[config.mk]
export PLATFORM = sky130hd
export DESIGN_NAME = multi_sprite_renderer_flat
export DESIGN_NICKNAME = d
export VERILOG_FILES = /design/src/rtl/sprite_pkg.sv /design/src/rtl/multi_sprite_renderer_if.sv /design/src/rtl/sprite_line_slot.sv /design/src/rtl/multi_sprite_renderer.sv /design/src/flat_wrapper.sv
export SDC_FILE = /design/constraint.sdc
export NUM_CORES = 1
export LEC_CHECK = 0
export CAP_MARGIN = 10
export CORE_MARGIN = 3
export CORE_UTILIZATION = 52
export CTS_CLUSTER_DIAMETER = 50
export CTS_CLUSTER_SIZE = 12
export DETAILED_ROUTE_END_ITERATION = 8
export PLACE_DENSITY_LB_ADDON = 0.12
export SLEW_MARGIN = 20
export SYNTH_ARGS = -nofsm -noshare
export SYNTH_HDL_FRONTEND = slang
export SYNTH_HIERARCHICAL = 1
export SYNTH_SLANG_ARGS = --single-unit
[constraint.sdc]
create_clock -name clk -period 5.9 [get_ports clk]
set_input_delay 0.59 -clock clk [delete_from_list [all_inputs] [get_ports clk]]
set_output_delay 0.59 -clock clk [all_outputs]
set_load 0.01 [all_outputs]
[src/rtl/sprite_pkg.sv]
// ----------------------------------------------------------------------------
// sprite_pkg
//   Shared definitions for the multi-sprite renderer:
//     - bit positions of R/G/B/A inside a 4-bit sprite pixel nibble
//     - fetch FSM state encoding
//     - coord_slice(): extracts sprite idx's coordinate from a packed vector
//   No ports (package).
// ----------------------------------------------------------------------------
package sprite_pkg;

    localparam int PIX_R = 3;
    localparam int PIX_G = 2;
    localparam int PIX_B = 1;
    localparam int PIX_A = 0;

    // Widest coordinate and largest sprite count the helper supports.
    localparam int COORD_MAX_W = 16;
    localparam int COORD_VEC_W = 8 * COORD_MAX_W;

    typedef enum logic [1:0] {
        ST_IDLE = 2'd0,
        ST_REQ  = 2'd1,
        ST_CAPT = 2'd2
    } fetch_state_t;

    // Sprite idx occupies vec[idx*pos_w +: pos_w]; callers zero-extend their
    // packed vector to COORD_VEC_W and truncate the result to their width.
    function automatic logic [COORD_MAX_W-1:0] coord_slice(
        input logic [COORD_VEC_W-1:0] vec,
        input int                     idx,
        input int                     pos_w
    );
        logic [COORD_MAX_W-1:0] mask;
        mask = (COORD_MAX_W'(1) << pos_w) - COORD_MAX_W'(1);
        return COORD_MAX_W'(vec >> (idx * pos_w)) & mask;
    endfunction

endpackage

[src/rtl/multi_sprite_renderer_if.sv]
// ----------------------------------------------------------------------------
// multi_sprite_renderer_if
//   Bitmap ROM fetch bus between the renderer (master) and the ROM (slave).
//     rom_req     1            fetch strobe, one cycle per fetch
//     rom_sprite  3            sprite index being fetched
//     rom_line    4            line within that sprite
//     rom_bits    4*SPRITE_W   bitmap line, valid the cycle after rom_req
// ----------------------------------------------------------------------------
interface multi_sprite_renderer_if #(
    parameter int SPRITE_W = 16
);
    logic                  rom_req;
    logic [2:0]            rom_sprite;
    logic [3:0]            rom_line;
    logic [4*SPRITE_W-1:0] rom_bits;

    modport master (
        output rom_req,
        output rom_sprite,
        output rom_line,
        input  rom_bits
    );

    modport slave (
        input  rom_req,
        input  rom_sprite,
        input  rom_line,
        output rom_bits
    );
endinterface

[src/rtl/sprite_line_slot.sv]
// ----------------------------------------------------------------------------
// sprite_line_slot
//   Holds one sprite's bitmap line for the next scanline plus its hit bit, and
//   evaluates that sprite's pixel at the current hpos.
//   Ports:
//     clk, reset      pixel clock, synchronous active-high reset
//     i_load          capture i_bits into the line buffer and set hit
//     i_clear         clear hit (sprite not on the next line)
//     i_bits          bitmap line from the ROM, pixel 0 in the MSB nibble
//     i_hpos          current pixel column
//     i_x             sprite X position
//     i_display_on    active-video flag
//     o_opaque        sprite covers this pixel and its alpha bit is set
//     o_rgb           {R,G,B} of the covered pixel (meaningful when o_opaque)
// ----------------------------------------------------------------------------
module sprite_line_slot
    import sprite_pkg::*;
#(
    parameter int SPRITE_W = 16,
    parameter int POS_W    = 10
) (
    input  logic                  clk,
    input  logic                  reset,
    input  logic                  i_load,
    input  logic                  i_clear,
    input  logic [4*SPRITE_W-1:0] i_bits,
    input  logic [POS_W-1:0]      i_hpos,
    input  logic [POS_W-1:0]      i_x,
    input  logic                  i_display_on,
    output logic                  o_opaque,
    output logic [2:0]            o_rgb
);

    logic [4*SPRITE_W-1:0] r_buf;
    logic                  r_hit;
    logic [POS_W-1:0]      w_col;
    logic                  w_covering;
    logic [3:0]            w_nib;

    // Constant-index selection keeps every slice in range even when col is
    // outside the sprite; the result is then masked by w_covering.
    function automatic logic [3:0] pick_nibble(
        input logic [4*SPRITE_W-1:0] bits,
        input logic [POS_W-1:0]      col
    );
        logic [3:0] nib;
        nib = 4'b0;
        for (int c = 0; c < SPRITE_W; c++) begin
            if (col == POS_W'(c)) begin
                nib = bits[4*(SPRITE_W-1-c) +: 4];
            end
        end
        return nib;
    endfunction

    always_ff @(posedge clk) begin
        if (reset) begin
            r_buf <= '0;
            r_hit <= 1'b0;
        end else if (i_load) begin
            r_buf <= i_bits;
            r_hit <= 1'b1;
        end else if (i_clear) begin
            r_hit <= 1'b0;
        end
    end

    // Modular subtraction: a sprite with x near 2^POS_W enters from the left.
    assign w_col      = i_hpos - i_x;
    assign w_covering = r_hit && (w_col < POS_W'(SPRITE_W)) && i_display_on;
    assign w_nib      = pick_nibble(r_buf, w_col);
    assign o_opaque   = w_covering && w_nib[PIX_A];
    assign o_rgb      = {w_nib[PIX_R], w_nib[PIX_G], w_nib[PIX_B]};

endmodule

[src/rtl/multi_sprite_renderer.sv]
// ----------------------------------------------------------------------------
// multi_sprite_renderer
//   Composites NUM_SPRITES bitmap sprites onto the scanline with fixed
//   priority (index 0 on top). During horizontal blanking a fetch FSM reads
//   each sprite's bitmap line for the next scanline from the shared ROM.
//   Ports:
//     clk, reset              pixel clock, synchronous active-high reset
//     hpos, vpos              beam position from hvsync_generator
//     display_on              active-video flag
//     line_start              one-cycle pulse at start of hblank
//     frame_start             one-cycle pulse per frame, clears collisions
//     sprite_en/x/y           per-sprite enable and packed positions
//     rom                     bitmap ROM fetch bus (master side)
//     red/green/blue/alpha    registered composited pixel
//     collision               sticky per-sprite overlap flags
//     busy                    fetch sequence in progress
// ----------------------------------------------------------------------------
module multi_sprite_renderer
    import sprite_pkg::*;
#(
    parameter int NUM_SPRITES = 4,
    parameter int SPRITE_W    = 16,
    parameter int SPRITE_H    = 16,
    parameter int POS_W       = 10
) (
    input  logic                         clk,
    input  logic                         reset,
    input  logic [POS_W-1:0]             hpos,
    input  logic [POS_W-1:0]             vpos,
    input  logic                         display_on,
    input  logic                         line_start,
    input  logic                         frame_start,
    input  logic [NUM_SPRITES-1:0]       sprite_en,
    input  logic [NUM_SPRITES*POS_W-1:0] sprite_x,
    input  logic [NUM_SPRITES*POS_W-1:0] sprite_y,
    multi_sprite_renderer_if.master      rom,
    output logic                         red,
    output logic                         green,
    output logic                         blue,
    output logic                         alpha,
    output logic [NUM_SPRITES-1:0]       collision,
    output logic                         busy
);

    fetch_state_t r_state, w_state_nxt;
    logic [2:0]   r_idx, w_idx_nxt;

    logic [7:0]       w_en8;
    logic [POS_W-1:0] w_y_cur;
    logic [POS_W-1:0] w_off;
    logic             w_hit_cur;
    logic             w_last;

    logic [NUM_SPRITES-1:0]      w_load;
    logic [NUM_SPRITES-1:0]      w_clear;
    logic [NUM_SPRITES-1:0]      w_opaque;
    logic [NUM_SPRITES-1:0][2:0] w_rgb;

    logic       w_any;
    logic [2:0] w_rgb_sel;
    logic [3:0] w_cnt;
    logic       w_multi;

    logic                   r_red, r_green, r_blue, r_alpha;
    logic [NUM_SPRITES-1:0] r_coll;

    // Sprite currently addressed by the fetch FSM. Fetched data is for the
    // next line, hence vpos+1 (wrapping on the last line).
    assign w_en8     = 8'(sprite_en);
    assign w_y_cur   = POS_W'(coord_slice(COORD_VEC_W'(sprite_y), int'(r_idx), POS_W));
    assign w_off     = vpos + POS_W'(1) - w_y_cur;
    assign w_hit_cur = w_en8[r_idx] && (w_off < POS_W'(SPRITE_H));
    assign w_last    = (r_idx == 3'(NUM_SPRITES - 1));

    always_ff @(posedge clk) begin
        if (reset) begin
            r_state <= ST_IDLE;
            r_idx   <= 3'd0;
        end else begin
            r_state <= w_state_nxt;
            r_idx   <= w_idx_nxt;
        end
    end

    always_comb begin
        w_state_nxt    = r_state;
        w_idx_nxt      = r_idx;
        rom.rom_req    = 1'b0;
        rom.rom_sprite = 3'd0;
        rom.rom_line   = 4'd0;
        // A new line_start always restarts the sequence from sprite 0 and
        // suppresses any request or capture of the interrupted step.
        if (line_start) begin
            w_state_nxt = ST_REQ;
            w_idx_nxt   = 3'd0;
        end else begin
            case (r_state)
                ST_IDLE: begin
                end
                ST_REQ: begin
                    if (w_hit_cur) begin
                        rom.rom_req    = 1'b1;
                        rom.rom_sprite = r_idx;
                        rom.rom_line   = w_off[3:0];
                        w_state_nxt    = ST_CAPT;
                    end else if (w_last) begin
                        w_state_nxt = ST_IDLE;
                    end else begin
                        w_idx_nxt = r_idx + 3'd1;
                    end
                end
                ST_CAPT: begin
                    if (w_last) begin
                        w_state_nxt = ST_IDLE;
                    end else begin
                        w_state_nxt = ST_REQ;
                        w_idx_nxt   = r_idx + 3'd1;
                    end
                end
                default: begin
                    w_state_nxt = ST_IDLE;
                end
            endcase
        end
    end

    assign busy = (r_state == ST_REQ) || (r_state == ST_CAPT);

    genvar gi;
    generate
        for (gi = 0; gi < NUM_SPRITES; gi++) begin : g_slot
            assign w_load[gi]  = (r_state == ST_CAPT) && (r_idx == 3'(gi)) && !line_start;
            assign w_clear[gi] = (r_state == ST_REQ) && (r_idx == 3'(gi)) && !w_hit_cur
                                 && !line_start;

            sprite_line_slot #(
                .SPRITE_W (SPRITE_W),
                .POS_W    (POS_W)
            ) u_slot (
                .clk          (clk),
                .reset        (reset),
                .i_load       (w_load[gi]),
                .i_clear      (w_clear[gi]),
                .i_bits       (rom.rom_bits),
                .i_hpos       (hpos),
                .i_x          (POS_W'(coord_slice(COORD_VEC_W'(sprite_x), gi, POS_W))),
                .i_display_on (display_on),
                .o_opaque     (w_opaque[gi]),
                .o_rgb        (w_rgb[gi])
            );
        end
    endgenerate

    // Walk from lowest to highest priority so sprite 0 wins the final write.
    always_comb begin
        w_any     = 1'b0;
        w_rgb_sel = 3'b0;
        w_cnt     = 4'd0;
        for (int i = NUM_SPRITES - 1; i >= 0; i--) begin
            if (w_opaque[i]) begin
                w_any     = 1'b1;
                w_rgb_sel = w_rgb[i];
                w_cnt     = w_cnt + 4'd1;
            end
        end
    end

    assign w_multi = (w_cnt >= 4'd2);

    always_ff @(posedge clk) begin
        if (reset) begin
            r_red   <= 1'b0;
            r_green <= 1'b0;
            r_blue  <= 1'b0;
            r_alpha <= 1'b0;
            r_coll  <= '0;
        end else begin
            r_red   <= w_rgb_sel[2];
            r_green <= w_rgb_sel[1];
            r_blue  <= w_rgb_sel[0];
            r_alpha <= w_any;
            // frame_start wipes old flags but never a collision seen this cycle.
            r_coll  <= (frame_start ? '0 : r_coll) | (w_multi ? w_opaque : '0);
        end
    end

    assign red       = r_red;
    assign green     = r_green;
    assign blue      = r_blue;
    assign alpha     = r_alpha;
    assign collision = r_coll;

endmodule

[src/flat_wrapper.sv]
// flat-port wrapper written by rule: the top's interface ports become plain ports
module multi_sprite_renderer_flat import sprite_pkg::*;
#(
    parameter int NUM_SPRITES = 4,
    parameter int SPRITE_W    = 16,
    parameter int SPRITE_H    = 16,
    parameter int POS_W       = 10
)
  (clk, reset, hpos, vpos, display_on, line_start, frame_start, sprite_en, sprite_x, sprite_y, red, green, blue, alpha, collision, busy, rom_rom_req, rom_rom_sprite, rom_rom_line, rom_rom_bits);
  multi_sprite_renderer_if #(.SPRITE_W(SPRITE_W)) rom_i ();
  input  logic clk;
  input  logic reset;
  input  logic [POS_W-1:0] hpos;
  input  logic [POS_W-1:0] vpos;
  input  logic display_on;
  input  logic line_start;
  input  logic frame_start;
  input  logic [NUM_SPRITES-1:0] sprite_en;
  input  logic [NUM_SPRITES*POS_W-1:0] sprite_x;
  input  logic [NUM_SPRITES*POS_W-1:0] sprite_y;
  output logic red;
  output logic green;
  output logic blue;
  output logic alpha;
  output logic [NUM_SPRITES-1:0] collision;
  output logic busy;
  output wire logic [$bits(rom_i.rom_req)-1:0] rom_rom_req;
  output wire logic [$bits(rom_i.rom_sprite)-1:0] rom_rom_sprite;
  output wire logic [$bits(rom_i.rom_line)-1:0] rom_rom_line;
  input wire logic [$bits(rom_i.rom_bits)-1:0] rom_rom_bits;
  assign rom_rom_req = rom_i.rom_req;
  assign rom_rom_sprite = rom_i.rom_sprite;
  assign rom_rom_line = rom_i.rom_line;
  assign rom_i.rom_bits = rom_rom_bits;
  multi_sprite_renderer #(.NUM_SPRITES(NUM_SPRITES), .SPRITE_W(SPRITE_W), .SPRITE_H(SPRITE_H), .POS_W(POS_W)) u_core (.clk(clk), .reset(reset), .hpos(hpos), .vpos(vpos), .display_on(display_on), .line_start(line_start), .frame_start(frame_start), .sprite_en(sprite_en), .sprite_x(sprite_x), .sprite_y(sprite_y), .rom(rom_i), .red(red), .green(green), .blue(blue), .alpha(alpha), .collision(collision), .busy(busy));
endmodule
Word level (Yosys, flattened, before mapping)
Index checks and enable logic that the tools add are counted.

Logic and storage cells: 262. Bits of input ports: 173. Register bits after elaboration: 273. Output and inout bits: 17.

Bitwise gates (word level): 2. Mux-type cells: 105. Equality and inequality tests: 69. Shifts and indexed selects: 1. Multiply operators: 1. Order comparisons: 7. Add/subtract/negate cells: 10. Reduce and logical (&&, ||, !) cells: 51.

Operators with widths (count): $eq A10 B4 Y1 const B (32); $mux W4 (72); $eq A10 B3 Y1 const B (16); $eq A10 B2 Y1 const B (8); $lt A10 B5 Y1 const B (5); $sub A10 B10 Y10 (5); $eq A10 B1 Y1 const B (4); $logic_not A10 Y1 (4); $shr A40 B32 Y10 (1); $logic_and A1 B1 Y1 (33); $mux W3 (9); $mux W1 (19); $add A10 B1 Y10 const B (1); $reduce_bool A2 Y1 (5); $add A4 B1 Y4 const B (2); $eq A3 B2 Y1 const B (2); $mul A3 B3 Y6 const B (1); $pmux W2 S3 (1); $pmux W3 S2 (1); $reduce_and A2 Y1 (3); $ge A4 B2 Y1 const B (1); $lt A3 B4 Y1 const B (1); $mux W2 (2); $ne A2 B2 Y1 const B (2); other kinds (15) (16).

Depth between registers and ports, before layout
Depth after elaboration: 29. Mapped depth: 19. Gate-level depth less buffers: 18.

Hierarchy
Netlist, hierarchy kept.

By module, submodules not included: sprite_line_slot (u_core.g_slot[2].u_slot ...) (area each 3393.3 um^2, cells each 363, seq. area each 1301.2 um^2, times used 2); sprite_line_slot (u_core.g_slot[0].u_slot ...) (area each 3316.9 um^2, cells each 348, seq. area each 1301.2 um^2, times used 2); multi_sprite_renderer (area each 1786.7 um^2, cells each 215, seq. area each 260.2 um^2, times used 1).

Worst setup path before layout
Ideal clock, no wire load.

Kind: flip-flop to output port. Start: reg u_core.r_idx[0]. End: out rom_rom_line[2]. Data required time: 5.310 ns. Cell stages (with the launch flop): 16. Path buffers: 2. Path slack: 1.172 ns. Arrival time: 4.138 ns. Cells stage by stage: dfxtp_1 -> buf_2 -> buf_1 -> mux4_2 -> nand2_1 -> ha_1 -> ha_1 -> inv_1 -> fa_1 -> nor2b_1 -> o21bai_1 -> and4b_1 -> or4_4 -> nor4b_4 -> and2b_2 -> nor2b_1.

Word-level cells in the longest chain between the ends: 8. Elaborated cells between the ends (all ways): 10. Classes of those cells: 1 x add/sub; 1 x mul; 1 x order compare; 1 x shift; 5 x mux; 1 x reduce/logical.

RTL lines: start, declared (line multi_sprite_renderer.sv:46) `logic [2:0] r_idx, w_idx_nxt;`; start signal, assigned (line multi_sprite_renderer.sv:81) `r_idx <= w_idx_nxt;`; $mul A3 B3 Y6 (line sprite_pkg.sv:35) `return COORD_MAX_W'(vec >> (idx * pos_w)) & mask;`; $shr A40 B32 Y10 (line sprite_pkg.sv:35); $sub A10 B10 Y10 (line multi_sprite_renderer.sv:71) `assign w_off = vpos + POS_W'(1) - w_y_cur;`; $lt A10 B5 Y1 (line multi_sprite_renderer.sv:72) `assign w_hit_cur = w_en8[r_idx] && (w_off < POS_W'(SPRITE_H));`; $logic_and A1 B1 Y1 (line multi_sprite_renderer.sv:72); $mux W4 * (line multi_sprite_renderer.sv:101) `if (w_hit_cur) begin`; $mux W4 * (line multi_sprite_renderer.sv:97) `case (r_state)`; $mux W4 * (line multi_sprite_renderer.sv:93) `if (line_start) begin`; end, declared (line flat_wrapper.sv:29) `output wire logic [$bits(rom_i.rom_line)-1:0] rom_rom_line;`.

Mark *: on every way between the ends. The rest lies on a longest branch, timed or not. The select of a mux whose other input is x is not followed.

Final worst setup path
Start: reg u_core.r_idx[0]. End: out rom_rom_line[3].

Same word-level chain as after synthesis.

==> results.ini <==
[sta]
setup_viol = 0
final_max_slew_viol_count = 0
final_hold_viol_count = 0
fin_crit_sh = 0.9360
rsz0062_at_grt = no
fin_crit_ns = 5.522
fmax_mhz = 181.1
max_slew_margin = 0.2768
setup_tns_ns = 0
skew_ns = 0.008435
worst_slack_ns = 0.3777
tightest_slew_ns = 1.081

[worst_setup_path]
crit_end = rom_rom_line[3]
cp_max_fo = 15
reg2reg_setup_slack_ns = 1.88
reg2reg_from = u_core/r_idx[0]$_SDFFE_PP0P_
critical_path_class = reg2out
startpoint = u_core/r_idx[0]$_SDFFE_PP0P_
r2r_cells = 14
crit_path_end_kind = output port
crit_required_ns = 5.31
critPathArrivalTime_ns = 4.93
cp-start-kind = flop
rr_endpoint = u_core/r_state[1]$_SDFFE_PP0P_

[power_and_ir_drop]
internal_power_mw = 3.182
p_per_area_nw_per_um2 = 240.5
p_comb_frac = 0.208
p_sw_frac = 0.2787
p_leak_nw = 6.628
p_sw_mw = 1.230
irDropWorstVdd_mv = 0.2137
power_frac_seq = 0.418
p_clk_frac = 0.373

[global_routing]
grt_pass1_wl_mm = 70.50
grt_antenna_before_repair = 0
first_global_vias = 12580
grt_max_degree = 162
grt_use_total = 0.2844
gr-total-overflow = 0

[place]
gp_congestion = 0.9677
hpwl_mm = 33.05
portBuffers = 188
pre_cts_ws_ns = 0.3640

[clocking]
clock_sinks = 273
clk_pin_slew_ns = 0.06
cts_setup_buffers = 0
cts.repair.resized = 0
ctsHoldBuffers = 0
cts_root_buf = clkbuf_16
worst_skew_pair.late_latency_ns = 0.53
cts_tree = yes
cts_made_buffers = 28
clockBufferDepth = 3
htreeDepth = 1

[detailed_routing]
final_antenna_net_count = 0
drt_iter0_drc = 1246
via_per_inst = 5.887
via_count = 12830
wl_per_cell_um = 20.84
wl_mm = 45.44
first_pass_iters = 5
drc_errors = 0

[floorplanning]
die_w_um = 177.0
die_y_um = 177.0
die_area_sq_um = 31330
ios = 190
start_util = 0.5371
rows = 61
core_sq_um = 28320

[synthesis]
yosys_register_bits = 273
ys_types = 70
syn_nets = 1884
synth-simple-area-share = 0.1555
synth_top_family_by_area = multiplexers
synthMuxAreaShare = 0.2644
synth_edf_count = 0
yosys.area.top_type = dfxtp_1
post_synth.cell_area_avg_sq_um = 9.290
ys_seq_area_frac = 0.3594
synthFlopType = dfxtp_1
ys_warn_count = 6
syn_inst = 1637
synth_fa_ha_area_frac = 0.06335
synth_area_leaders = dfxtp_1, mux2i_1, nor2_1, mux4_2, ha_1
async_reset_ff_frac = 0
synth_top_area_share = 0.3594
yosysMostFrequentCell = nor2_1
synth_compound_gate_area_share = 0.09585
synth-xor-area-share = 0.01711
synth_common_cells = nor2_1, mux2i_1, dfxtp_1
syn_area_sq_um = 15210

[hold_path]
hold_path.class = reg2reg
whs_path_depth = 2

[final_layout]
diodes = 0
nNetsFinal = 2043
n_fill_cell = 2354
syn2layout_area_growth_pct = 20.60
drive_above_1_share = 0.08435

[flow_run]
max_cap_viol_count = 0

[outcome]
status = finished clean

-- cells by family (layout without fill, tap and decap cells) --
family	after synthesis	count (layout)
and+or+nand+nor	537	537
muxes	337	337
DFF	273	273
AOI/OAI and AO/OA	219	219
buffers and inverters	168	333
adders and majority gates	74	74
xor gates and xnor gates	28	28
other	1	1
-- worst max-delay path, stage by stage, from the launching register on --
cell,delay (ns)
dfxtp_1,0.35
buf_4,0.28
mux4_2,0.54
nand2_1,0.09
ha_1,0.16
ha_1,0.21
inv_1,0.07
fa_1,0.40
nor2b_1,0.17
o21bai_1,0.12
and4b_1,0.21
or4_4,0.52
nor4b_4,0.30
and2b_2,0.28
and3_1,0.18
clkdlybuf4s50_1,0.53
-- state kept, by name, indices dropped and copies added (netlist names) --
name and count:
u_core/blue 1, u_core/g_slot.u_slot/r_buf 256, u_core/r_idx 3, u_core/red 1, u_core/green 1, u_core/alpha 1, u_core/collision 4, u_core/r_state 2
u_core/g_slot.u_slot/r_hit 4
-- worst min path at each step --
stage	from	end	slack, ns
floorplan	u_core/g_slot[0].u_slot/r_buf[15]$_SDFFE_PP0P_	u_core/g_slot[0].u_slot/r_buf[15]$_SDFFE_PP0P_	0.45
global placement	u_core/g_slot[1].u_slot/r_buf[15]$_SDFFE_PP0P_	u_core/g_slot[1].u_slot/r_buf[15]$_SDFFE_PP0P_	0.46
detailed placement	u_core/collision[0]$_SDFF_PP0_	u_core/collision[0]$_SDFF_PP0_	0.47
CTS	u_core/collision[0]$_SDFF_PP0_	u_core/collision[0]$_SDFF_PP0_	0.48
global route	u_core/g_slot[0].u_slot/r_buf[7]$_SDFFE_PP0P_	u_core/g_slot[0].u_slot/r_buf[7]$_SDFFE_PP0P_	0.51
finish	u_core/collision[0]$_SDFF_PP0_	u_core/collision[0]$_SDFF_PP0_	0.48
-- power by group through the flow --
stage / registers (mW) / logic [mW] / clock network (mW)
after floorplan: 1.89 / 0.529 / 0
after global placement: 1.89 / 0.890 / 0
after detailed placement: 1.89 / 0.900 / 0
after CTS: 1.85 / 0.905 / 1.67
after global routing: 1.84 / 0.983 / 1.75
final: 1.85 / 0.919 / 1.65
-- routing by layer --
metal | track usage | up-vias | wire length (um)
met5 | 0 | - | 0
met4 | 0.09918 | 0 | 1874
met3 | 0.03668 | 120 | 3405
met2 | 0.4675 | 570 | 21000
met1 | 0.3873 | 6026 | 19160
li1 | - | 6118 | -
-- metrics by stage --
stage               hold WS [ns]  std cells  area (sq um)    util  total power, mW
floorplan                 0.4511       1637         15210       -            2.416
global placement          0.4634       2143         17500  0.6179            2.776
detailed placement        0.4745       2143         17500  0.6179            2.787
CTS                       0.4826       2179         18310  0.6467            4.424
global route              0.5123       2180         18340  0.6477            4.575
finish                    0.4814       2180         18340  0.6477            4.412
-- placed cells by master, fill, tap and decap left out, types with 14 or more instances in the layout --
cell type / n
mux2i_1: 278
o21ai_0: 22
dfxtp_1: 273
buf_4: 28
nor3_1: 25
ha_1: 69
nand2b_1: 17
clkdlybuf4s50_1: 187
nor4_1: 14
a21oi_1: 82
inv_1: 71
clkbuf_16: 29
nand3_1: 27
nand2_1: 69
mux4_2: 51
nor2_1: 324
-- layout make-up --
cell class                      instances  area, sq um  area share
Timing Repair Buffer                  222         2196      0.1197
Clock buffer                           31        733.2     0.03998
Multi-Input combinational cell       1196         9107      0.4966
Tap cell                              378        473.0     0.02579
Inverter                               75        281.5     0.01535
Sequential cell                       273         5465      0.2980
Clock inverter                          5        83.83    0.004571
Note: power is estimated with default switching activity, not from simulation.
